### src/rtl/board_input_debounce.sv
// Debounces the raw board push-button and slide switches: two-flop synchronizer plus a
// per-channel stability counter, with registered press/release/change pulses.
module board_input_debounce #(
  parameter int SW_WIDTH      = 16,
  parameter int STABLE_CYCLES = 500000,
  parameter int CNT_WIDTH     = $clog2(STABLE_CYCLES)
) (
  input  logic                clk_i,
  input  logic                arst_n_i,
  input  logic                btn_i,
  input  logic [SW_WIDTH-1:0] sw_i,
  output logic                btn_o,
  output logic                btn_press_o,
  output logic                btn_release_o,
  output logic [SW_WIDTH-1:0] sw_o,
  output logic                sw_change_o
);

  // Channel 0 is the button, channels 1..SW_WIDTH are the switches.
  localparam int                   N_CH     = SW_WIDTH + 1;
  localparam logic [CNT_WIDTH-1:0] CNT_LAST = CNT_WIDTH'(STABLE_CYCLES - 1);

  logic [N_CH-1:0]                raw;
  logic [N_CH-1:0]                sync1;
  logic [N_CH-1:0]                sync2;
  logic [N_CH-1:0]                state;
  logic [N_CH-1:0]                state_next;
  logic [N_CH-1:0][CNT_WIDTH-1:0] cnt;
  logic [N_CH-1:0][CNT_WIDTH-1:0] cnt_next;

  logic btn_press_q;
  logic btn_release_q;
  logic sw_change_q;

  assign raw = {sw_i, btn_i};

  // Any cycle where sync2 agrees with state restarts the count, so only an
  // uninterrupted run of STABLE_CYCLES disagreeing cycles flips the state.
  always_comb begin
    // NOTE: every comb output gets a default first so no path leaves it unassigned (no latch).
    state_next = state;
    cnt_next   = '0;
    for (int i = 0; i < N_CH; i++) begin
      if (sync2[i] != state[i]) begin
        if (cnt[i] == CNT_LAST) begin
          state_next[i] = sync2[i];
          cnt_next[i]   = '0;
        end else begin
          cnt_next[i] = cnt[i] + CNT_WIDTH'(1);
        end
      end
    end
  end

  always_ff @(posedge clk_i or negedge arst_n_i) begin
    if (!arst_n_i) begin
      sync1 <= '0;
      sync2 <= '0;
      state <= '0;
      cnt   <= '0;
    end else begin
      // NOTE: non-blocking so sync2 takes last cycle's sync1, giving a true two-flop chain.
      sync1 <= raw;
      sync2 <= sync1;
      state <= state_next;
      cnt   <= cnt_next;
    end
  end

  // Pulses are registered from the same next-state decision, so they line up
  // with the first cycle of the new level.
  always_ff @(posedge clk_i or negedge arst_n_i) begin
    if (!arst_n_i) begin
      btn_press_q   <= 1'b0;
      btn_release_q <= 1'b0;
      sw_change_q   <= 1'b0;
    end else begin
      btn_press_q   <= state_next[0] & ~state[0];
      btn_release_q <= ~state_next[0] & state[0];
      sw_change_q   <= |(state_next[N_CH-1:1] ^ state[N_CH-1:1]);
    end
  end

  assign btn_o         = state[0];
  assign sw_o          = state[N_CH-1:1];
  assign btn_press_o   = btn_press_q;
  assign btn_release_o = btn_release_q;
  assign sw_change_o   = sw_change_q;

endmodule

### config.mk
export PLATFORM = sky130hd
export DESIGN_NAME = board_input_debounce
export DESIGN_NICKNAME = d
export VERILOG_FILES = /design/src/rtl/board_input_debounce.sv
export SDC_FILE = /design/constraint.sdc
export NUM_CORES = 1
export LEC_CHECK = 0
export CORE_ASPECT_RATIO = 0.75
export CORE_UTILIZATION = 45
export CTS_BUF_LIST = sky130_fd_sc_hd__clkbuf_2
export CTS_CLUSTER_SIZE = 14
export DETAILED_ROUTE_END_ITERATION = 7
export DONT_BUFFER_PORTS = 1
export PLACE_DENSITY_LB_ADDON = 0.08
export SLEW_MARGIN = 20
export SYNTH_ARGS = -nofsm -noshare
export SYNTH_HDL_FRONTEND = slang
export SYNTH_SLANG_ARGS = --single-unit
### constraint.sdc
create_clock -name clk_i -period 1.85 [get_ports clk_i]
set_input_delay 0.185 -clock clk_i [delete_from_list [all_inputs] [get_ports clk_i]]
set_output_delay 0.185 -clock clk_i [all_outputs]
set_load 0.05 [all_outputs]
# Yosys cells after proc, flatten, opt, wreduce, memory -nomap -nowiden
# Index checks and enable logic that the tools add are counted.
[op_classes]
muxes = 68
addsub = 17
bitwise = 5
eq_ne = 34
reduce_logical = 1
[op_table]
columns = ["operator", "n"]
rows = [
  ["two-way mux 19 bit", 34],
  ["adder 19 x 1 -> 19 bit (second input constant)", 17],
  ["equality test 19 bit (second input constant)", 17],
  ["two-way mux 1 bit", 34],
  ["inequality test 1 bit", 17],
  ["OR reduction 16 bit", 1],
  ["XOR 16 bit", 1],
  ["AND 1 bit", 2],
  ["NOT 1 bit", 2],
]
[word_totals]
wordCells = 148
reg_bits = 377
output_inout_bits = 20
inputBits = 19

# Depth between registers and ports, before layout
[depth]
ltp_word = 5
ltp_mapped = 8
depth_no_buf = 6

# Worst setup path after synthesis
# Ideal clock, no wire load.
[synth_timing]
path_type = "reg2reg"
from = "reg cnt[220] (netlist name)"
to = "reg cnt[223] (netlist name)"
path_slack_ns = -0.229
required_ns = 1.731
setup_time_ns = 0.119
n_path_buf = 2
stages_incl_launch_ff = 8
synth_period_minus_slack_ns = 2.079
arrival_ns = 1.960
path_cell_list = "dfrtp_1 > or4_1 > or4_1 > nor2_1 > or2_1 > buf_6 > buf_12 > nor2_1"
[synth_rtl]
columns = ["element", "line", "rtl"]
rows = [
  ["start, declared", "28", "logic [N_CH-1:0][CNT_WIDTH-1:0] cnt;"],
  ["start signal, assigned", "66", "cnt <= cnt_next;"],
]

==> PnR_summary.wiki <==
{| class="wikitable"
! Metric !! Value
|-
| TritonCTS buffer count || 96
|-
| Count of max-cap constraint violations || 0
|-
| TritonRoute pass-1 iters || 5
|-
| Total of buffers placed on input and output ports || 0
|-
| Setup ws final || -0.266 ns
|-
| DIE AREA || 39800 um^2
|-
| Synth Area per Inst || 10.1 um^2
|-
| Primary FF master, synth || sky130_fd_sc_hd__dfrtp_1
|-
| Clock input transition at the sequential cells of the worst setup and hold paths || 0.12 ns
|-
| Worst endpoint required time || 2.69 ns
|-
| Post-synthesis cell count || 1735
|-
| Final Net Count || 2121
|-
| Endpoint class of the critical path || register
|-
| Maximum number of pins on one net before global-route repair || 378
|-
| Worst hold slack across all endpoints || -1.07 ns
|-
| HPWL after detailed placement || 22.0 mm
|-
| # rows || 62
|-
| Combined global-route utilization of all metal layers || 18.4%
|-
| Violated checks || negative hold slack, negative setup slack
|-
| Initial antenna violation count || 1
|-
| Worst reg2reg startpoint || cnt[221]
|-
| Wire length of the first global-routing pass || 61.6 mm
|-
| Reported leakage power || 9.62 nW
|-
| Count of pins on the block boundary || 39
|-
| Reg2Reg Setup Slack || -0.27 ns
|-
| Post-placement cell area || 19800 um^2
|-
| Fin area || 21700 um^2
|-
| Horizontal die dimension || 230 um
|-
| Total grt overflow || 0
|-
| Status || complete, but fails checks
|-
| Most used standard cell by instance count after synthesis || sky130_fd_sc_hd__nor2_1
|-
| Proportion of synthesized chip area in sequential cells || 53.8%
|-
| Residual DRC count || 0
|-
| Synthesis warning total || 0
|-
| Total power draw || 14.5 mW
|-
| Distinct cell type count after synthesis || 42
|-
| Synth cell count leaders || 402 x sky130_fd_sc_hd__nor2_1, 377 x sky130_fd_sc_hd__dfrtp_1, 168 x sky130_fd_sc_hd__xnor2_1
|-
| Share of the synthesized area in the top cell type || 53.8%
|-
| Number of hold violations in the final report || 377
|-
| Clock Power Share || 37.4%
|-
| Power density over the cells || 670 nW/um^2
|-
| Routed len/inst || 13.3 um
|-
| Floorplan die height || 173 um
|-
| Largest fanout on the critical path || 4
|-
| Type of the worst min-delay path || input port to asynchronous set/reset pin
|-
| Number of nets still failing antenna checks after routing || 0
|-
| Final total negative setup slack || -16.79 ns
|-
| Aggregate routed wire length || 35.3 mm
|-
| Area taken by multi-input logic gates || 8120 um^2
|-
| Clock root cell || sky130_fd_sc_hd__clkbuf_2
|-
| Final count of pins violating max slew || 0
|-
| Final clock period utilization by the worst path || 114%
|-
| Cell type contributing the most total cell area after synthesis || sky130_fd_sc_hd__dfrtp_1
|-
| Unrepaired setup endpoints after global routing || yes
|-
| Proportion of total power due to net switching || 25.9%
|-
| FILL cells || 3423
|-
| Overall via count from detail_route || 13100
|-
| Area used by sequential logic in the layout || 9440 um^2
|-
| DP Worst Slack || -0.263 ns
|-
| Via count of the first global-routing pass || 13100
|-
| Synthesized area || 17500 um^2
|-
| Clock sinks || 377
|-
| Clock tree from TritonCTS || built
|-
| Number of enable flip-flop cells after synthesis || 0
|-
| Hold-fix buffers at CTS || 34
|-
| Effective utilization at floorplan || 45.8%
|-
| Kind of launch point of the worst setup path || register
|-
| Destination of the worst register-to-register timing path || cnt[218]
|-
| Pin slew with the least headroom to its limit || 0.848 ns
|-
| Arrival @ worst endpoint || 2.95 ns
|-
| Part of the total power dissipated in sequential elements || 58.1%
|-
| Number of cell instances on the worst register-to-register path || 6
|-
| Final weighted congestion in routability-driven placement || 0.798
|-
| Vias per Instance || 4.92
|-
| Worst IR Drop VDD || 0.000343 V
|-
| Post-layout minimum cycle time || 2.12 ns
|-
| Skew final || 0.0476 ns
|-
| H-tree depth reported by CTS || 3
|-
| Internal power consumption || 10.8 mW
|-
| Area of the placeable core || 38300 um^2
|-
| Fraction of layout instances using a drive strength above 1 || 24.0%
|-
| Worst rel slew slack || 43.5%
|-
| Net Switching || 3.76 mW
|-
| Leading cell types by total area after synthesis || sky130_fd_sc_hd__dfrtp_1 54%, sky130_fd_sc_hd__nor2_1 8.6%, sky130_fd_sc_hd__xnor2_1 8.4%
|-
| Number of register bits inferred by synthesis || 377
|-
| Area grow syn2layout || 23.7%
|-
| Largest buffer count on any clock path || 3
|-
| Clock insertion delay at the later pin of the skew report || 0.97 ns
|-
| Worst setup path category || register to register
|-
| Synthesized netlist net count || 1771
|-
| Combinational group share of total power || 4.5%
|-
| Final setup violation count || 93
|-
| Highest clock rate || 472 MHz
|-
| Async set-or-reset flop fraction in the synthesized netlist || 100%
|-
| Iteration-0 DRC Markers || 710
|}
-- flip-flops by register name (all words and copies together), names as in the netlist --
name,flops
sync2,17
btn_release_o,1
cnt,323
sw_change_o,1
btn_press_o,1
sync1,17
state,17
-- kinds of logic (layout without fill, tap and decap cells) --
logic type,after synthesis,in the layout,share of synthesized area [%]
buffers and inverters,84,496,2.37
flip-flops,377,377,53.8
other,0,1,0
adder cells (fa/ha/maj),17,17,1.21
AO/OA/AOI/OAI,7,7,0.264
XOR/XNOR,305,305,15.2
multiplexers,17,17,1.09
AND/OR/NAND/NOR,928,928,26.1
-- critical path: stages (launching register included) --
cell and delay [ns]:
sky130_fd_sc_hd__dfrtp_1 0.40, sky130_fd_sc_hd__or4_1 0.51, sky130_fd_sc_hd__or4_4 0.58, sky130_fd_sc_hd__nor2_4 0.11, sky130_fd_sc_hd__or2_4 0.19, sky130_fd_sc_hd__clkbuf_16 0.16
sky130_fd_sc_hd__nor2_2 0.04
-- per-stage QoR --
step	cells	util, %
4_1_cts	2646	55.6
3_3_place_gp	2437	51.7
3_5_place_dp	2437	51.7
5_1_grt	2660	56.7
2_1_floorplan	1735	-
6_report	2660	56.7
-- metal layers --
| layer | GRT usage, % | wire length, um | vias to the layer above |
|---|---|---|---|
| li1 | - | - | 6589 |
| met5 | 0 | 0 | - |
| met1 | 27.3 | 18200 | 6276 |
| met2 | 25.9 | 15000 | 153 |
| met4 | 6.40 | 702 | 0 |
| met3 | 4.50 | 1360 | 62 |
-- power groups by stage --
stage / logic, mW / clock network [mW] / registers, mW
finish: 0.649 / 5.44 / 8.45
global route: 0.722 / 6.14 / 8.48
CTS: 0.604 / 5.77 / 8.45
detailed placement: 0.521 / 0 / 8.61
global placement: 0.512 / 0 / 8.61
floorplan: 0.308 / 0 / 8.61
-- cell usage in the layout, fill, tap and decap left out, types with 43 or more instances in the layout --
cell type                  netlist  routed
sky130_fd_sc_hd__clkbuf_2        0     134
sky130_fd_sc_hd__and3_1         43      43
sky130_fd_sc_hd__inv_1          47      47
sky130_fd_sc_hd__nand4_1        71      71
sky130_fd_sc_hd__buf_4           1     218
sky130_fd_sc_hd__nand2_1        98      97
sky130_fd_sc_hd__xor2_1        137     137
sky130_fd_sc_hd__dfrtp_1       377     374
sky130_fd_sc_hd__nand3_1       116     116
sky130_fd_sc_hd__nor2_1        402     363
sky130_fd_sc_hd__xnor2_1       168     168
-- how the worst max path moves through the flow --
stage,start,end,slack [ns]
after floorplan,cnt[216],cnt[209],-0.22
after global placement,cnt[216],cnt[227],-0.26
after detailed placement,cnt[216],cnt[227],-0.26
after CTS,cnt[66],cnt[60],-0.24
after global routing,cnt[223],cnt[218],-0.30
final,cnt[221],cnt[218],-0.27
-- layout make-up --
| cell class | count | share of cell area, % |
|---|---|---|
| inverter | 47 | 0.813 |
| clock inverter | 26 | 0.617 |
| antenna | 1 | 0.0115 |
| tap | 512 | 2.95 |
| clock buffer | 134 | 3.09 |
| timing repair buffer | 289 | 11.7 |
| multi-input combinational | 1274 | 37.4 |
| sequential | 377 | 43.5 |
-- repair_timing --
action	in CTS	in global routing
pin swaps	6	25
buffers inserted	13	12
gates cloned	2	3
endpoints found under the hold margin	394	377
resized for setup	56	76
endpoints found under the setup margin	144	291
Power figures use the tool's default switching activity.
